### config.mk
export PLATFORM = sky130hd
export DESIGN_NAME = uart_rx
export DESIGN_NICKNAME = d
export VERILOG_FILES = /design/src/rtl/uart_rx.sv
export SDC_FILE = /design/constraint.sdc
export NUM_CORES = 1
export LEC_CHECK = 0
export ABC_CLOCK_PERIOD_IN_PS = 2700
export CAP_MARGIN = 20
export CORE_ASPECT_RATIO = 2
export CORE_MARGIN = 4
export CORE_UTILIZATION = 45
export DETAILED_ROUTE_END_ITERATION = 12
export HOLD_SLACK_MARGIN = 0.15
export SLEW_MARGIN = 0
export SYNTH_ARGS = -nofsm -noshare
export SYNTH_HDL_FRONTEND = slang
export SYNTH_SLANG_ARGS = --single-unit
### constraint.sdc
create_clock -name clk -period 2.7 [get_ports clk]
set_input_delay 0.27 -clock clk [delete_from_list [all_inputs] [get_ports clk]]
set_output_delay 0.27 -clock clk [all_outputs]
set_load 0.1 [all_outputs]
### src/rtl/uart_rx.sv
// UART receiver: 2-FF synchronised rx, mid-bit sampling, parity + first-stop check, 1-deep AXIS output.
// Latency: tvalid 1 clk after the stop sample; backpressure: one held character, a later good one is dropped with overrun_err.
module uart_rx #(
    parameter int system_clk = 50_000_000,
    parameter int band_rate  = 9600,
    parameter int data_bits  = 8,
    parameter int check_mode = 1
) (
    input  logic       clk,
    input  logic       rst,
    input  logic       rx_en,
    input  logic       rx,
    output logic [7:0] m_axis_tdata,
    output logic       m_axis_tvalid,
    input  logic       m_axis_tready,
    output logic       parity_err,
    output logic       frame_err,
    output logic       overrun_err,
    output logic       busy
);

    localparam int N  = system_clk / band_rate;
    localparam int H  = N / 2;
    localparam int CW = $clog2(N);

    typedef enum logic [2:0] {
        IDLE,
        START,
        DATA,
        PARITY,
        STOP,
        BRK
    } state_t;

    state_t        state, state_n;
    logic [CW-1:0] cnt, cnt_n;
    logic [2:0]    bit_idx, bit_n;
    logic [7:0]    shreg, shreg_n;
    logic          perr, perr_n;
    logic          rx_meta, rx_s;
    logic [7:0]    tdata;
    logic          tvalid;
    logic          pe, fe, oe;
    logic          pe_n, fe_n, oe_n;
    logic          load;
    logic          par_exp;
    logic          cnt_last, cnt_half;

    assign cnt_last = (cnt == CW'(N - 1));
    assign cnt_half = (cnt == CW'(H - 1));

    // shreg bits above data_bits are always zero, so the reduction covers the data only
    always_comb begin
        case (check_mode)
            1:       par_exp = ^shreg;
            2:       par_exp = ~^shreg;
            4:       par_exp = 1'b1;
            default: par_exp = 1'b0;
        endcase
    end

    always_comb begin
        state_n = state;
        cnt_n   = cnt + 1'b1;
        bit_n   = bit_idx;
        shreg_n = shreg;
        perr_n  = perr;
        pe_n    = 1'b0;
        fe_n    = 1'b0;
        oe_n    = 1'b0;
        load    = 1'b0;
        case (state)
            IDLE: begin
                cnt_n = '0;
                if (rx_en && !rx_s) begin
                    state_n = START;
                    bit_n   = '0;
                    shreg_n = '0;
                    perr_n  = 1'b0;
                end
            end
            START: begin
                if (cnt_half) begin
                    cnt_n   = '0;
                    state_n = rx_s ? IDLE : DATA;
                end
            end
            DATA: begin
                if (cnt_last) begin
                    cnt_n            = '0;
                    shreg_n[bit_idx] = rx_s;
                    bit_n            = bit_idx + 1'b1;
                    if (bit_idx == 3'(data_bits - 1))
                        state_n = (check_mode == 0) ? STOP : PARITY;
                end
            end
            PARITY: begin
                if (cnt_last) begin
                    cnt_n   = '0;
                    perr_n  = (rx_s != par_exp);
                    state_n = STOP;
                end
            end
            STOP: begin
                if (cnt_last) begin
                    cnt_n   = '0;
                    state_n = IDLE;
                    if (!rx_s) begin
                        fe_n    = 1'b1;
                        state_n = BRK;
                    end else if (perr) begin
                        pe_n = 1'b1;
                    end else if (!tvalid || m_axis_tready) begin
                        load = 1'b1;
                    end else begin
                        oe_n = 1'b1;
                    end
                end
            end
            BRK: begin
                cnt_n = '0;
                if (rx_s)
                    state_n = IDLE;
            end
            default: begin
                cnt_n   = '0;
                state_n = IDLE;
            end
        endcase
        // disabling mid-frame abandons it silently; a held character survives
        if (state != IDLE && !rx_en) begin
            state_n = IDLE;
            cnt_n   = '0;
            pe_n    = 1'b0;
            fe_n    = 1'b0;
            oe_n    = 1'b0;
            load    = 1'b0;
        end
    end

    always_ff @(posedge clk) begin
        if (rst) begin
            rx_meta <= 1'b1;
            rx_s    <= 1'b1;
            state   <= IDLE;
            cnt     <= '0;
            bit_idx <= '0;
            shreg   <= '0;
            perr    <= 1'b0;
            tdata   <= '0;
            tvalid  <= 1'b0;
            pe      <= 1'b0;
            fe      <= 1'b0;
            oe      <= 1'b0;
        end else begin
            rx_meta <= rx;
            rx_s    <= rx_meta;
            state   <= state_n;
            cnt     <= cnt_n;
            bit_idx <= bit_n;
            shreg   <= shreg_n;
            perr    <= perr_n;
            pe      <= pe_n;
            fe      <= fe_n;
            oe      <= oe_n;
            if (load) begin
                tdata  <= shreg;
                tvalid <= 1'b1;
            end else if (m_axis_tready) begin
                tvalid <= 1'b0;
            end
        end
    end

    assign m_axis_tdata  = tdata;
    assign m_axis_tvalid = tvalid;
    assign parity_err    = pe;
    assign frame_err     = fe;
    assign overrun_err   = oe;
    assign busy          = (state != IDLE);

endmodule

---- Word level (Yosys, flattened, before mapping) ----
Cells that the tools add are included.
cells by class
  add/subtract/negate cells ............... 2
  magnitude comparators ................... 2
  equality and inequality tests ........... 16
  multiplexer cells ....................... 36
  bitwise gates (word level) .............. 3
  reductions and logical operators ........ 21
operator list
  kind                                                                          count
  3-bit two-way mux                                                             10
  13-bit two-way mux                                                            2
  13-bit one-hot mux with 2 select lines                                        1
  3-bit one-hot mux with 6 select lines                                         1
  8-bit two-way mux                                                             2
  8-bit one-hot mux with 2 select lines                                         1
  1-bit two-way mux                                                             14
  2-bit inequality test, second input constant                                  7
  13-bit by 1-bit adder with 13-bit output, second input constant               1
  13-bit by 12-bit == test with 1-bit output, second input constant             1
  13-bit == test, second input constant                                         1
  3-bit == test, second input constant                                          3
  8-bit bitwise mux                                                             1
  8-bit parity                                                                  1
  7-bit AND reduction                                                           1
  3-bit by 2-bit == test with 1-bit output, second input constant               2
  3-bit one-hot mux with 2 select lines                                         1
  3-bit AND reduction                                                           2
  2-bit nonzero test                                                            3
  6-bit OR reduction                                                            1
  5-bit OR reduction                                                            1
  3-bit by 4-bit less-than comparator with 1-bit output, second input constant  1
  4-bit OR reduction                                                            1
  3-bit by 1-bit adder with 3-bit output, second input constant                 1
  14 further kinds                                                              20
storage, ports and cells
  register bits after elaboration ......... 42
  bits of input ports ..................... 5
  output and inout bits ................... 13
  logic and storage cells ................. 92

---- Logic depth before layout (Yosys ltp) ----
  word-level depth ........................ 9
  mapped depth ............................ 7
  depth with buffers taken out ............ 6

---- Worst setup path before layout ----
Ideal clock, no wire load.
  path type ............................... reg-to-reg
  start ................................... register cnt[0]
  end ..................................... register state[0]
  library setup time ...................... 0.069 ns
  arrival ................................. 1.779 ns
  data required time ...................... 2.631 ns
  slack ................................... 0.852 ns
  cell stages (with the launch flop) ...... 7
  path buffers ............................ 0
  clock period less this slack ............ 1.848 ns
  cell sequence ........................... dfxtp_1 -> ha_1 -> nor3b_4 -> nand4_4 -> a32o_2 -> or3_4 -> o21ai_1
on the way
  cells in the longest elaborated chain, start to end .. 3
  elaborated cells between the ends (all ways) .. 7
  classes of those cells .................. eq/ne: 6; reduce/logical: 1
ends and longest elaborated chain
  item                                                                          RTL line  source
  start, declared                                                               36        logic [CW-1:0] cnt, cnt_n;
  start signal, assigned                                                        159       cnt <= cnt_n;
  13-bit by 12-bit == test with 1-bit output or 13-bit == test (tied branches)  50, 49
  2-bit inequality test (no line)                                               -
  7-bit AND reduction (no line) (*)                                             -
  end signal, assigned                                                          158       state <= state_n;
  end, declared                                                                 35        state_t state, state_n;
Every way passes the cells marked *; elsewhere a longest branch is shown, timed or not.
A chain may end at the register's enable or synchronous reset.

---- Worst setup path in the final report ----
  start ................................... register cnt[0]
  end ..................................... register state[1]
Same word-level chain as after synthesis.

==> impl_metrics.env <==
export IMPL_worstReg2RegEnd="state[1]"
export IMPL_cts_inserted_buffers=5
export IMPL_timing_critical_path_slowest_stage_cell="or3_4"
export IMPL_finalWirelength_um=4347
export IMPL_initial_core_util_pct=47.03
export IMPL_detail_route_wl_per_cell_um=14.30
export IMPL_post_cts_setup_buffers=0
export IMPL_drtAntennaViolNets=0
export IMPL_skew_ns=0.004209
export IMPL_vias=1627
export IMPL_core_area_um2=4382
export IMPL_outcome="finished, final reports clean"
export IMPL_clkPwrFrac_pct=42.6
export IMPL_max_clock_path_buffers=2
export IMPL_ctsResizeCount=0
export IMPL_proportion_of_layout_cells_with_a_drive_suffix_above_1_pct=14.00
export IMPL_design_final_nets=257
export IMPL_clkLatencyLatePin_ns=0.29
export IMPL_dr_first_iter_drc_count=31
export IMPL_hold_worst_slack_ns=0.4213
export IMPL_finalHoldViolations=0
export IMPL_clk_transition_reported_paths_ns=0.08
export IMPL_post_cts_hold_buffer_count=0
export IMPL_netSwitchingFraction_pct=21.25
export IMPL_postSynthAreaPerCell_um2=8.732
export IMPL_postSynth_topFlopCell="dfxtp_1"
export IMPL_yosys_cell_types_count=43
export IMPL_cts_sink_count=42
export IMPL_max_slew_margin_pct=58.72
export IMPL_timing_setup_critical_path_class="reg -> reg"
export IMPL_fmax_mhz=481.5
export IMPL_syn_nets=244
export IMPL_yosys_area_top_type="dfxtp_1"
export IMPL_timing_final_setup_violations=0
export IMPL_async_reset_ff_share_pct=0
export IMPL_synth_common_cells="42 x dfxtp_1, 39 x nor2_1, 13 x nand2_1"
export IMPL_io_pins=18
export IMPL_setup_repair_after_global_routing_missed_its_margin="no"
export IMPL_synth_seq_area_share_pct=40.80
export IMPL_fp_dieH_um=103.7
export IMPL_share_comb_of_total_power_pct=3.5
export IMPL_crit_path_end_kind="flip-flop"
export IMPL_share_seq_of_total_power_pct=53.9
export IMPL_type_of_element_launching_the_critical_path="flip-flop"
export IMPL_port_buffers=17
export IMPL_ys_top_cells_by_area="dfxtp_1 41%, nor2_1 7.1%, mux2i_1 5.3%, xnor2_1 4.7%, o21ai_0 2.9%"
export IMPL_cts_htree_levels=2
export IMPL_p_int_mw=0.9138
export IMPL_die_area_um2=5792
export IMPL_yosys_cell_count_top_type="dfxtp_1"
export IMPL_cap_violations=0
export IMPL_tritoncts="built"
export IMPL_critical_path_cell_sequence="ha_1, nor3b_4, nand4_4, a32o_2, or3_4, o21ai_1"
export IMPL_cp_buffers_inverters=0
export IMPL_synth_top_cell_area_share_pct=40.80
export IMPL_critical_path_max_stage_delay_ns=0.41
export IMPL_dieWidth_um=55.85
export IMPL_worstHoldPathType="reg -> reg"
export IMPL_via_count_of_the_first_global_routing_pass=1602
export IMPL_worst_path_maximum_fanout=10
export IMPL_grt_overflow_total=0
export IMPL_cts_root_buffer_cell="clkbuf_8"
export IMPL_timing_max_transition_violations_final=0
export IMPL_fin_crit_ns=2.077
export IMPL_antenna_cells=0
export IMPL_area_growth_pct=13.60
export IMPL_totalNegativeSetupSlack_ns=0
export IMPL_viasPerCell=5.352
export IMPL_dr_pass1_iters=4
export IMPL_p_leak_nw=0.8753
export IMPL_filler_cell_count=440
export IMPL_irDropWorstVdd_mv=0.3740
export IMPL_synth_warning_count=0
export IMPL_timing_worst_slew_pin_value_ns=0.6035
export IMPL_post_synth_inst_count=236
export IMPL_timing_critical_path_max_delay_family="simple AND/OR/NAND/NOR gates"
export IMPL_grt_first_pass_wirelength_um=7327
export IMPL_regToRegSetupSlack_ns=0.62
export IMPL_powerDensity_nw_per_um2=495.7
export IMPL_dp_final_hpwl_um=3335
export IMPL_timing_final_crit_share_pct=76.92
export IMPL_gpl_final_weighted_congestion=0.7501
export IMPL_placementRows=34
export IMPL_critPathRequiredTime_ns=2.93
export IMPL_antenna_found_initial=0
export IMPL_critical_path_reg2reg_startpoint="cnt[0]"
export IMPL_global_route_usage_total_pct=15.74
export IMPL_reg2reg_depth=6
export IMPL_setup_worst_path_end="state[1]"
export IMPL_grt_max_degree=22
export IMPL_startpoint="cnt[0]"
export IMPL_ys_seq_elements=42
export IMPL_timing_critical_path_arrival_ns=2.31
export IMPL_drc=0
export IMPL_critical_path_depth=6
export IMPL_syn_cell_area_um2=2061
export IMPL_synth_edf_count=0
export IMPL_power_dissipated_by_switching_net_loads_mw=0.2465
[worst min path at each step]
stage	slack [ns]	end	cells after the start	start
2_1_floorplan	0.37	rx_meta	1	rx
3_3_place_gp	0.39	rx_s	1	rx_meta
3_5_place_dp	0.40	rx_s	1	rx_meta
4_1_cts	0.43	rx_s	1	rx_meta
5_1_grt	0.45	rx_s	1	rx_meta
6_report	0.42	rx_s	1	rx_meta
[layout make-up]
class                   instances  area (um^2)  share of cell area (%)
multi-input cells             176         1149                   49.06
inverters                       5        18.77                  0.8017
repair buffers                 19        152.6                   6.521
clock buffers                   5        68.82                   2.940
clock inverters                 3        43.79                   1.871
well taps                      54        67.56                   2.886
flip-flops and latches         42        840.8                   35.92
[cells by family after synthesis]
| family | count (synthesis) | share of synthesized area [%] |
|---|---|---|
| adder cells (fa/ha/maj) | 3 | 1.822 |
| XOR/XNOR | 18 | 8.318 |
| AO/OA/AOI/OAI | 34 | 9.957 |
| flip-flops | 42 | 40.80 |
| buffers and inverters | 18 | 3.765 |
| AND/OR/NAND/NOR | 110 | 29.99 |
| multiplexers | 11 | 5.343 |
[per-stage QoR]
step	utilization (%)	worst slack [ns]	power, mW	instance area (um^2)	cells
after floorplan	-	0.8525	0.6650	2061	236
after global placement	50.86	0.6830	0.6809	2228	296
after global routing	53.43	0.4386	1.210	2341	304
after detailed placement	50.86	0.6285	0.6806	2228	296
final	53.43	0.6233	1.160	2341	304
after CTS	53.43	0.6186	1.182	2341	304
[worst reg2reg max path, stage by stage (launching register included)]
cell,delay [ns]
dfxtp_1,0.38
ha_1,0.26
nor3b_4,0.29
nand4_4,0.21
a32o_2,0.34
or3_4,0.41
o21ai_1,0.13
[routing by layer]
metal / GRT usage [%] / up-vias / routed length, um
met3: 2.740 / 5 / 117
met4: 6.112 / 0 / 74
met2: 31.27 / 30 / 2487
met5: 0 / - / 0
li1: - / 837 / -
met1: 15.29 / 755 / 1668
[registers in the layout (all words and copies together) (netlist names)]
| signal | flops |
|---|---|
| m_axis_tvalid | 1 |
| state | 3 |
| shreg | 8 |
| overrun_err | 1 |
| parity_err | 1 |
| cnt | 13 |
| frame_err | 1 |
| m_axis_tdata | 8 |
| rx_s | 1 |
| perr | 1 |
| bit_idx | 3 |
| rx_meta | 1 |
[power by group through the flow]
stage               logic, mW  registers, mW  clock network [mW]
global placement       0.0409          0.640                   0
floorplan              0.0285          0.637                   0
finish                 0.0403          0.625               0.495
CTS                    0.0407          0.625               0.515
detailed placement     0.0405          0.640                   0
global route           0.0438          0.626               0.540
[cell usage in the layout (no fill, tap or decap), drive strengths merged, types with 2 or more instances in the layout]
| cell type | n |
|---|---|
| buf | 15 |
| nand3 | 7 |
| clkbuf | 5 |
| nor2b | 8 |
| and4bb | 2 |
| xnor2 | 11 |
| o21ai | 15 |
| nor2 | 40 |
| o211ai | 6 |
| nor3 | 6 |
| nand4 | 4 |
| a31oi | 2 |
| nand4b | 2 |
| and3 | 3 |
| inv | 6 |
| a21oi | 6 |
| or2 | 3 |
| clkdlybuf4s50 | 4 |
| nor4 | 3 |
| nand2 | 13 |
| nand3b | 3 |
| ha | 3 |
| mux2i | 11 |
| nand2b | 5 |
| xor2 | 6 |
| and3b | 2 |
| nor3b | 3 |
| o31ai | 2 |
| dfxtp | 42 |
| nor4bb | 2 |
| or3 | 2 |
Power figures use the tool's default switching activity.
